**src/rtl/load_store_unit.sv**
```systemverilog
// Load/store unit: turns a core load/store request into one memory bus transfer,
// handling lane steering, load extension, alignment/funct3 errors and bus timeout.
module load_store_unit #(
  parameter int TIMEOUT_CYCLES = 255
) (
  input  logic        clk,
  input  logic        reset,
  input  logic        req_valid,
  input  logic        req_we,
  input  logic [2:0]  req_funct3,
  input  logic [31:0] req_addr,
  input  logic [31:0] req_wdata,
  output logic        stall,
  output logic        rsp_valid,
  output logic [31:0] rsp_rdata,
  output logic [1:0]  access_err,
  output logic        bus_valid,
  output logic        bus_we,
  output logic [31:0] bus_addr,
  output logic [3:0]  bus_wstrb,
  output logic [31:0] bus_wdata,
  input  logic        bus_ready,
  input  logic [31:0] bus_rdata
);

  localparam int CNT_W = $clog2(TIMEOUT_CYCLES + 1);

  typedef enum logic [1:0] {IDLE, BUS, DONE} state_t;

  state_t      state_q, state_d;
  logic [CNT_W-1:0] cnt_q, cnt_d;
  logic        we_q, we_d;
  logic [2:0]  funct3_q, funct3_d;
  logic [1:0]  off_q, off_d;
  logic [31:0] addr_q, addr_d;
  logic [3:0]  wstrb_q, wstrb_d;
  logic [31:0] wdata_q, wdata_d;
  logic [31:0] rdata_q, rdata_d;
  logic [1:0]  err_q, err_d;

  function automatic logic f3_legal(input logic we, input logic [2:0] f3);
    if (we) return f3 inside {3'b000, 3'b001, 3'b010};
    else    return f3 inside {3'b000, 3'b001, 3'b010, 3'b100, 3'b101};
  endfunction

  // Only meaningful for legal funct3: bits [1:0] give the access size.
  function automatic logic misaligned(input logic [2:0] f3, input logic [1:0] off);
    return (f3[1:0] == 2'b01 && off[0]) || (f3[1:0] == 2'b10 && off != 2'b00);
  endfunction

  function automatic logic [3:0] store_strb(input logic [2:0] f3, input logic [1:0] off);
    case (f3[1:0])
      2'b00:   return 4'b0001 << off;
      2'b01:   return off[1] ? 4'b1100 : 4'b0011;
      default: return 4'b1111;
    endcase
  endfunction

  function automatic logic [31:0] store_data(input logic [2:0] f3, input logic [31:0] d);
    case (f3[1:0])
      2'b00:   return {4{d[7:0]}};
      2'b01:   return {2{d[15:0]}};
      default: return d;
    endcase
  endfunction

  function automatic logic [31:0] load_extract(input logic [2:0] f3, input logic [1:0] off,
                                               input logic [31:0] d);
    logic [31:0] sh;
    sh = d >> {off, 3'b000};
    case (f3)
      3'b000:  return {{24{sh[7]}}, sh[7:0]};
      3'b001:  return {{16{sh[15]}}, sh[15:0]};
      3'b100:  return {24'd0, sh[7:0]};
      3'b101:  return {16'd0, sh[15:0]};
      default: return d;
    endcase
  endfunction

  always_comb begin
    state_d  = state_q;
    cnt_d    = cnt_q;
    we_d     = we_q;
    funct3_d = funct3_q;
    off_d    = off_q;
    addr_d   = addr_q;
    wstrb_d  = wstrb_q;
    wdata_d  = wdata_q;
    rdata_d  = rdata_q;
    err_d    = err_q;
    case (state_q)
      IDLE: begin
        cnt_d = '0;
        if (req_valid) begin
          if (!f3_legal(req_we, req_funct3)) begin
            err_d   = 2'b10;
            rdata_d = '0;
            state_d = DONE;
          end else if (misaligned(req_funct3, req_addr[1:0])) begin
            err_d   = 2'b01;
            rdata_d = '0;
            state_d = DONE;
          end else begin
            we_d     = req_we;
            funct3_d = req_funct3;
            off_d    = req_addr[1:0];
            addr_d   = {req_addr[31:2], 2'b00};
            wstrb_d  = req_we ? store_strb(req_funct3, req_addr[1:0]) : 4'b0000;
            wdata_d  = req_we ? store_data(req_funct3, req_wdata) : 32'd0;
            state_d  = BUS;
          end
        end
      end
      BUS: begin
        if (bus_ready) begin
          rdata_d = we_q ? 32'd0 : load_extract(funct3_q, off_q, bus_rdata);
          err_d   = 2'b00;
          state_d = DONE;
        end else if (cnt_q == CNT_W'(TIMEOUT_CYCLES - 1)) begin
          rdata_d = '0;
          err_d   = 2'b11;
          state_d = DONE;
        end else begin
          cnt_d = cnt_q + CNT_W'(1);
        end
      end
      DONE:    state_d = IDLE;
      default: state_d = IDLE;
    endcase
  end

  always_ff @(posedge clk or posedge reset) begin
    if (reset) begin
      state_q  <= IDLE;
      cnt_q    <= '0;
      we_q     <= 1'b0;
      funct3_q <= '0;
      off_q    <= '0;
      addr_q   <= '0;
      wstrb_q  <= '0;
      wdata_q  <= '0;
      rdata_q  <= '0;
      err_q    <= '0;
    end else begin
      state_q  <= state_d;
      cnt_q    <= cnt_d;
      we_q     <= we_d;
      funct3_q <= funct3_d;
      off_q    <= off_d;
      addr_q   <= addr_d;
      wstrb_q  <= wstrb_d;
      wdata_q  <= wdata_d;
      rdata_q  <= rdata_d;
      err_q    <= err_d;
    end
  end

  assign bus_valid  = (state_q == BUS);
  assign bus_we     = we_q;
  assign bus_addr   = addr_q;
  assign bus_wstrb  = wstrb_q;
  assign bus_wdata  = wdata_q;
  assign rsp_valid  = (state_q == DONE);
  assign rsp_rdata  = rdata_q;
  assign access_err = err_q;
  assign stall      = req_valid & ~rsp_valid;

endmodule

```
**config.mk**
```make
export PLATFORM = sky130hd
export DESIGN_NAME = load_store_unit
export DESIGN_NICKNAME = d
export VERILOG_FILES = /design/src/rtl/load_store_unit.sv
export SDC_FILE = /design/constraint.sdc
export NUM_CORES = 1
export LEC_CHECK = 0
export CORE_ASPECT_RATIO = 0.6
export CORE_MARGIN = 1.5
export CORE_UTILIZATION = 46
export CTS_CLUSTER_SIZE = 28
export DETAILED_ROUTE_END_ITERATION = 8
export GPL_ROUTABILITY_DRIVEN = 0
export HOLD_SLACK_MARGIN = 0.12
export PLACE_DENSITY = 0.91
export RECOVER_POWER = 100
export SKIP_LAST_GASP = 1
export SLEW_MARGIN = 20
export SYNTH_ARGS = -nofsm -noshare
export SYNTH_HDL_FRONTEND = slang
export SYNTH_SLANG_ARGS = --single-unit
```
**constraint.sdc**
```tcl
create_clock -name clk -period 4.15 [get_ports clk]
set_input_delay 0.6225 -clock clk [delete_from_list [all_inputs] [get_ports clk]]
set_output_delay 0.6225 -clock clk [all_outputs]
set_load 0.01 [all_outputs]
```
Word level (Yosys, flattened, before mapping). Cells that the tools add are included.

Output and inout port bits: 106. Bits in registers: 116. Bits of input ports: 104. Word-level logic and storage cells: 79.

Multiplexer cells: 31. Eq/ne operators: 17. Bitwise logic cells: 3. Reduce and logical (&&, ||, !) cells: 15. Shift operators: 2. $add $sub $neg: 1.

Operator list (number): $mux W32 (7); $pmux W32 S2 (2); $pmux W32 S4 (1); $shr A32 B5 Y16 (1); $mux W2 (10); $mux W8 (2); $pmux W8 S2 (1); $eq A3 B3 Y1 const B (4); $add A8 B1 Y8 const B (1); $eq A8 B8 Y1 const B (1); $mux W4 (2); $pmux W2 S2 (2); $pmux W4 S2 (1); $reduce_and A4 Y1 (2); $eq A3 B1 Y1 const B (2); $logic_not A3 Y1 (2); $ne A2 B2 Y1 const B (3); $reduce_bool A5 Y1 (1); $eq A2 B1 Y1 const B (2); $eq A2 B2 Y1 const B (2); $logic_not A2 Y1 (2); $reduce_bool A2 Y1 (2); $shl A1 B2 Y4 const A (1); $eq A3 B2 Y1 const B (1); 10 further kinds (14).

Logic depth before layout (Yosys ltp). Gate-level depths: netlist of the first run.

Depth in word-level cells: 8. Mapped depth: 8. Mapped depth without buffers: 7.

Worst setup path before layout of the first run. Ideal clock, no wire load.

Path kind: input -> register. Start: input req_funct3[0]. End: register addr_q[10] (netlist: bus_addr[10]). Buffers on the path: 2. Cell stages on the path: 6. Arrival: 1.887 ns. Slack: 2.138 ns. Data required time: 4.025 ns. Library setup time: 0.125 ns. Cell sequence: xor2_1 a2111oi_2 nand3_1 buf_4 buf_6 mux2_4.

Cells in the longest elaborated chain, start to end: 6. Elaborated cells on any way between the ends: 17. Those cells by class: eq/ne (6); mux (3); bitwise (1); reduce/logical (7).

Ends and longest elaborated chain: start, declared (RTL line 10) `input logic [2:0] req_funct3,`; $eq A3 B1 Y1 (tied with other cells) (RTL line 42, 43); $reduce_bool A5 Y1 or $reduce_bool A3 Y1 (tied branches) (RTL line 43, 42); $mux W1 (RTL line 42) `if (we) return f3 inside {3'b000, 3'b001, 3'b010};`; $mux W1 (RTL line 94) `if (req_valid) begin`; $mux W1 (RTL line 91) `case (state_q)`; $reduce_and A4 Y1 (no source line) *; end signal, assigned (RTL line 150) `addr_q <= addr_d;`; end, declared (RTL line 35) `logic [31:0] addr_q, addr_d;`.

Every way passes the cells marked *; elsewhere a longest branch is shown, timed or not. The select of a mux whose other input is x is not followed. A chain may end at the register's enable or synchronous reset.

Worst setup path after layout of the first run.
Start: input req_funct3[0]. End: register err_q[0] (netlist: access_err[0]).

Cells in the longest elaborated chain, start to end: 8. Elaborated cells on any way between the ends: 20. Those cells by class: eq/ne (7); mux (6); reduce/logical (7).

Ends and longest elaborated chain: $eq A3 B1 Y1 (tied with other cells) (RTL line 42, 43); $reduce_bool A5 Y1 or $reduce_bool A3 Y1 (tied branches) (RTL line 43, 42); $mux W1 (RTL line 42); $mux W1 (RTL line 94); $mux W1 (RTL line 91); $mux W2 (RTL line 95) `if (!f3_legal(req_we, req_funct3)) begin`; $mux W2 (RTL line 94); $pmux W2 S2 (RTL line 91); end signal, assigned (RTL line 154) `err_q <= err_d;`; end, declared (RTL line 39) `logic [1:0] err_q, err_d;`.

Several ways; a longest one is shown, not always the timed one. The select of a mux whose other input is x is not followed.

==> flow_metrics.py, run 1 <==
metrics = {
    "cts": {
        "clkLatencyLatePin_ps": 400,
        "cts_sinks": 116,
        "clockRootBuffer": "clkbuf_16",
        "post_cts_buffers": 0,
        "postCtsHoldBufs": 0,
        "cts_buffers": 17,
        "ctsResizeCount": 0,
        "htreeDepth": 4,
        "clockBufferDepth": 2,
        "clk_pin_slew_ps": 60,
        "cts_tree": "built",
    },
    "die": {
        "die_h_um": 91.0,
        "rows": 31,
        "initial_core_util_pct": 48.2,
        "io-pin-count": 210,
        "core_area_um2": 12300,
        "die_w_um": 150,
        "die-area_um2": 13600,
    },
    "placed_design": {
        "dp_slack_ps": 893,
        "hpwl_um": 12500,
        "dp.cells": 857,
        "port_buffers": 207,
    },
    "routing": {
        "drtAntennaViolNets": 0,
        "via_count": 4996,
        "via_per_inst": 5.62,
        "wl_per_cell_um": 19.8,
        "dr.pass1.iters": 4,
        "totalWireLength_um": 17600,
        "first_iter_violations": 484,
        "drcViolationCount": 0,
    },
    "setup_path": {
        "end_kind": "register",
        "cp-start-kind": "primary input",
        "arrival_ps": 3720,
        "critPathMaxFanout": 26,
        "worst-setup-path-type": "in -> reg",
        "crit_required_ps": 4430,
    },
    "timing": {
        "finalHoldViolations": 0,
        "finalMaxSlewViolations": 0,
        "fin_skew_ps": 11.3,
        "maxSlewHeadroom_pct": 14.2,
        "setup_viol": 0,
        "tns_ps": 0,
        "fin_crit_sh_pct": 82.8,
        "fin_crit_ps": 3440,
        "max_freq_ghz": 0.291,
        "rsz0062_at_grt": "false",
        "worst_slack_ps": 712,
        "tightestPinTransition_ps": 1290,
    },
    "power_and_ir_drop": {
        "intPower_mw": 3.58,
        "clock_power_share_pct": 29.5,
        "p_sw_mw": 1.73,
        "power.total_mw": 5.32,
        "vdd_drop_max_v": 0.000338,
        "power_density_nw_per_um2": 622,
        "p_leak_nw": 3.99,
        "power_frac_comb_pct": 34.6,
        "power_frac_seq_pct": 35.9,
        "switching_share_pct": 32.6,
    },
    "logic_synthesis": {
        "postSynthAreaPerCell_um2": 11.5,
        "yosysWarningCount": 0,
        "synth_top_area_share_pct": 48.9,
        "synth_edf_count": 0,
        "syn_area_um2": 5940,
        "synthFlopType": "dfrtp_1",
        "synthCells": 515,
        "synth.largest_area_cell": "dfrtp_1",
        "synth_cell_type_count": 49,
        "ys_seq_area_share_pct": 48.9,
        "synth_area_leaders": "dfrtp_1 49%, mux2_4 13%, mux2i_1 6.9%",
        "ys_ff_latch": 116,
        "synthArstFlopShare_pct": 100,
    },
    "cells_and_area": {
        "drive_gt1_share_pct": 7.73,
        "fin_cells": 889,
        "nets": 817,
        "diodes": 0,
        "final_util_pct": 69.3,
        "area_growth_pct": 43.8,
    },
    "global_routing": {
        "grt_pass1_wl_um": 27500,
        "global_route.usage.met1_pct": 36.9,
        "grt_util_met3_pct": 7.19,
        "grt-ovfl-total": 0,
        "grt.total_usage_pct": 26.1,
        "grt_pass1_vias": 5014,
        "antenna_found_initial": 0,
        "grt.busiest_layer": "met2",
        "use_met2_pct": 39.8,
        "grt_max_degree": 117,
    },
    "min_path": {
        "min_path_type": "reg -> reg",
    },
    "outcome": {
        "status": "completed",
    },
    "flow_run": {
        "maxCapViolations": 0,
    },
}
==> worst paths after layout <==
check / start / to / slack [ps] / cells after the start
setup / recovery: req_funct3[0] / access_err[0] / 710 / 7
hold / removal: bus_addr[20] / bus_addr[20] / 480 / 1
setup reg to reg: state_q[1] / access_err[0] / 1290 / 5
hold reg to reg: bus_addr[20] / bus_addr[20] / 480 / 1
max in group asynchronous: reset / cnt_q[3] / 2790 / 3
min in group asynchronous: reset / bus_addr[10] / 870 / 3
==> critical path: stages <==
cell,delay [ps]
clkdlybuf4s50_1,500
buf_4,260
o21ai_0,560
a211o_1,230
clkbuf_1,940
inv_2,260
mux2_2,360
==> area by class of cell <==
class                   count  area, um^2
flip-flops and latches    116        2900
multi-input cells         328        2530
inverters                  34         129
well taps                 165         206
clock inverters            12         179
repair buffers            214        2130
fillers                   889        3790
clock buffers              20         457
==> synth_stat cells (all sizes together) (2+ instances only) <==
cell type / n
dfrtp: 116
a2bb2oi: 4
a21o: 2
a22oi: 4
o211ai: 6
o21ai: 35
a21oi: 10
o221ai: 7
a221o: 20
a22o: 4
ha: 2
nand2b: 5
nand3: 2
nand4: 2
and3: 6
a21boi: 8
nand3b: 7
or3: 2
buf: 18
mux2i: 41
nand2: 48
a31oi: 3
and2: 3
nor2: 12
clkbuf: 20
xor2: 3
mux2: 61
nor2b: 15
inv: 34
==> cells in the final DEF, fill, tap and decap left out, types with 17 or more instances in the layout <==
cell             count
nand2_1             48
inv_1               32
mux2_1              50
dfrtp_1            116
clkbuf_16           17
a221o_1             20
mux2i_1             41
dlygate4sd3_1      106
o21ai_0             35
clkdlybuf4s50_1    101
==> cells by family (layout without fill, tap and decap cells) <==
group | count (synthesis) | count (layout) | share of synthesized area [%]
AOI/OAI and AO/OA | 110 | 110 | 13.4
and+or+nand+nor | 108 | 108 | 9.23
DFF | 116 | 116 | 48.9
xor gates and xnor gates | 3 | 3 | 0.442
adders and majority gates | 2 | 2 | 0.421
other | 1 | 2 | 0.0631
muxes | 103 | 103 | 22.0
buffers and inverters | 72 | 280 | 5.56
==> stage by stage <==
| stage | instance area [um^2] | hold slack, ps |
|---|---|---|
| 3_5_place_dp | 8110 | 491 |
| 3_3_place_gp | 8110 | 481 |
| 4_1_cts | 8750 | 509 |
| 2_1_floorplan | 5940 | 491 |
| 6_report | 8540 | 483 |
| 5_1_grt | 8540 | 501 |
==> state kept, by name, indices dropped and copies added, names as in the netlist, 3 cells and up <==
name	cells
bus_addr	30
cnt_q	8
funct3_q	3
bus_wstrb	4
bus_wdata	32
rsp_rdata	32
==> per-layer routing <==
layer  wire (um)  vias up
met5           0        -
met4         196        0
met3        1470       20
met2        8110      267
met1        7860     2469
li1            -     2240
==> power groups by stage <==
stage	clock, mW	sequential [mW]	combinational [mW]
2_1_floorplan	0	1.96	0.993
3_3_place_gp	0	1.91	2.10
3_5_place_dp	0	1.93	2.17
4_1_cts	1.59	1.93	2.19
5_1_grt	1.65	1.96	1.98
6_report	1.57	1.91	1.84
Note: power is estimated with default switching activity, not from simulation.
==> run 2: changes to the inputs <==
--- a/config.mk
+++ b/config.mk
@@ -7,12 +7,12 @@
 export LEC_CHECK = 0
 export CORE_ASPECT_RATIO = 0.6
 export CORE_MARGIN = 1.5
-export CORE_UTILIZATION = 46
+export CORE_UTILIZATION = 41
 export CTS_CLUSTER_SIZE = 28
 export DETAILED_ROUTE_END_ITERATION = 8
 export GPL_ROUTABILITY_DRIVEN = 0
 export HOLD_SLACK_MARGIN = 0.12
-export PLACE_DENSITY = 0.91
+export PLACE_DENSITY = 0.86
 export RECOVER_POWER = 100
 export SKIP_LAST_GASP = 1
 export SLEW_MARGIN = 20
==> constraint.sdc (replaced) <==
create_clock -name clk -period 3 [get_ports clk]
set_input_delay 0.45 -clock clk [delete_from_list [all_inputs] [get_ports clk]]
set_output_delay 0.45 -clock clk [all_outputs]
set_load 0.01 [all_outputs]
==> flow_metrics.py, run 2 (same netlist as run 1, synthesis figures left out) <==
metrics = {
    "outcome": {
        "status": "complete, but fails checks",
        "violations": "max-capacitance violations, max-slew violations",
    },
    "cts": {
        "ctsResizeCount": 0,
        "clockBufferDepth": 2,
        "cts_tree": "built",
        "htreeDepth": 4,
        "cts_buffers": 17,
        "clockRootBuffer": "clkbuf_16",
        "cts_sinks": 116,
        "postCtsHoldBufs": 0,
        "clkLatencyLatePin_ps": 400,
        "clk_pin_slew_ps": 50,
        "post_cts_buffers": 0,
    },
    "global_routing": {
        "grt_max_degree": 117,
        "grt_pass1_wl_um": 27000,
        "antenna_found_initial": 0,
        "grt_pass1_vias": 4989,
        "grt-ovfl-total": 0,
        "grt.total_usage_pct": 23.4,
    },
    "die": {
        "initial_core_util_pct": 42.7,
        "io-pin-count": 210,
        "core_area_um2": 13900,
        "die_h_um": 96.2,
        "die_w_um": 158,
        "rows": 33,
        "die-area_um2": 15200,
    },
    "power_and_ir_drop": {
        "power_density_nw_per_um2": 869,
        "vdd_drop_max_v": 0.000388,
        "p_leak_nw": 4.04,
    },
    "setup_path": {
        "arrival_ps": 2790,
        "worst-setup-path-type": "in -> reg",
        "timing.critical_path.buf_inv": 2,
        "end_kind": "register",
        "slowest_stage": "dlygate4sd3_1",
        "crit_required_ps": 3330,
        "cpPeakStageDelay_ps": 650,
        "crit_chain": "dlygate4sd3_1 > xor2_1 > a2111oi_2 > a211o_1 > clkbuf_2 > a221o_1",
        "cp_top_family": "buffers and inverters",
        "critPathMaxFanout": 25,
        "cp-start-kind": "primary input",
    },
    "cells_and_area": {
        "nets": 821,
        "final_common_cell": "dfrtp_1",
        "nFillCells": 1115,
        "diodes": 0,
        "area_growth_pct": 45.6,
        "drive_gt1_share_pct": 8.10,
        "final_cell_mix": "116 x dfrtp_1, 107 x dlygate4sd3_1, 100 x clkdlybuf4s50_1",
        "stdcell_area_um2": 8650,
        "fin_cells": 920,
    },
    "placed_design": {
        "placed_cell_area_um2": 8180,
        "port_buffers": 207,
        "dp.cells": 888,
        "hpwl_um": 12900,
        "dp_slack_ps": 339,
    },
    "routing": {
        "wl_per_cell_um": 19.0,
        "drtAntennaViolNets": 0,
        "via_count": 4910,
        "via_per_inst": 5.34,
        "drcViolationCount": 0,
        "first_iter_violations": 358,
        "totalWireLength_um": 17500,
        "dr.pass1.iters": 5,
    },
    "timing": {
        "setup_viol": 0,
        "tns_ps": 0,
        "finalMaxSlewViolations": 117,
        "finalHoldViolations": 0,
        "worst_slack_ps": 537,
        "fin_skew_ps": 9.69,
        "tightestPinTransition_ps": 1620,
        "max_freq_ghz": 0.406,
        "fin_crit_sh_pct": 82.1,
        "fin_crit_ps": 2460,
        "maxSlewHeadroom_pct": -7.68,
        "rsz0062_at_grt": "false",
    },
    "flow_run": {
        "maxCapViolations": 1,
    },
    "min_path": {
        "min_path_type": "reg -> reg",
    },
}
run 2: final timing paths:
path / from / end / slack [ps] / cells after the start
max: req_funct3[1] / rsp_rdata[31] / 540 / 6
min: rsp_rdata[15] / rsp_rdata[15] / 490 / 1
max reg2reg: cnt_q[0] / rsp_rdata[31] / 810 / 7
min reg2reg: rsp_rdata[15] / rsp_rdata[15] / 490 / 1
max in group asynchronous: reset / rsp_rdata[30] / 850 / 3
min in group asynchronous: reset / bus_wdata[0] / 1110 / 3
run 2: power by group:
part	internal (mW)	switching (mW)
registers	2.13	0.462
logic	1.40	1.20
clock network	1.58	0.732
total	5.12	2.40
run 2: layout make-up:
| type | instances | area [um^2] | area share [%] |
|---|---|---|---|
| flip-flops and latches | 116 | 2900 | 33.6 |
| multi-input cells | 328 | 2530 | 29.3 |
| repair buffers | 218 | 2160 | 25.0 |
| clock buffers | 20 | 447 | 5.17 |
| well taps | 192 | 240 | 2.78 |
| clock inverters | 12 | 226 | 2.62 |
| inverters | 34 | 131 | 1.52 |
run 2: per-layer routing:
| metal | global-route usage, % | wire length (um) |
|---|---|---|
| met1 | 32.0 | 7800 |
| met2 | 36.7 | 7990 |
| met3 | 6.80 | 1550 |
| met4 | 5.61 | 129 |
| met5 | 0 | 0 |
run 2: metrics by stage:
step,util (%),total power [mW],hold slack [ps]
final,62.1,7.52,486
after global routing,62.1,7.91,506
after CTS,63.6,8.06,497
after detailed placement,58.8,5.72,485
after global placement,58.8,5.58,487
after floorplan,-,4.08,491
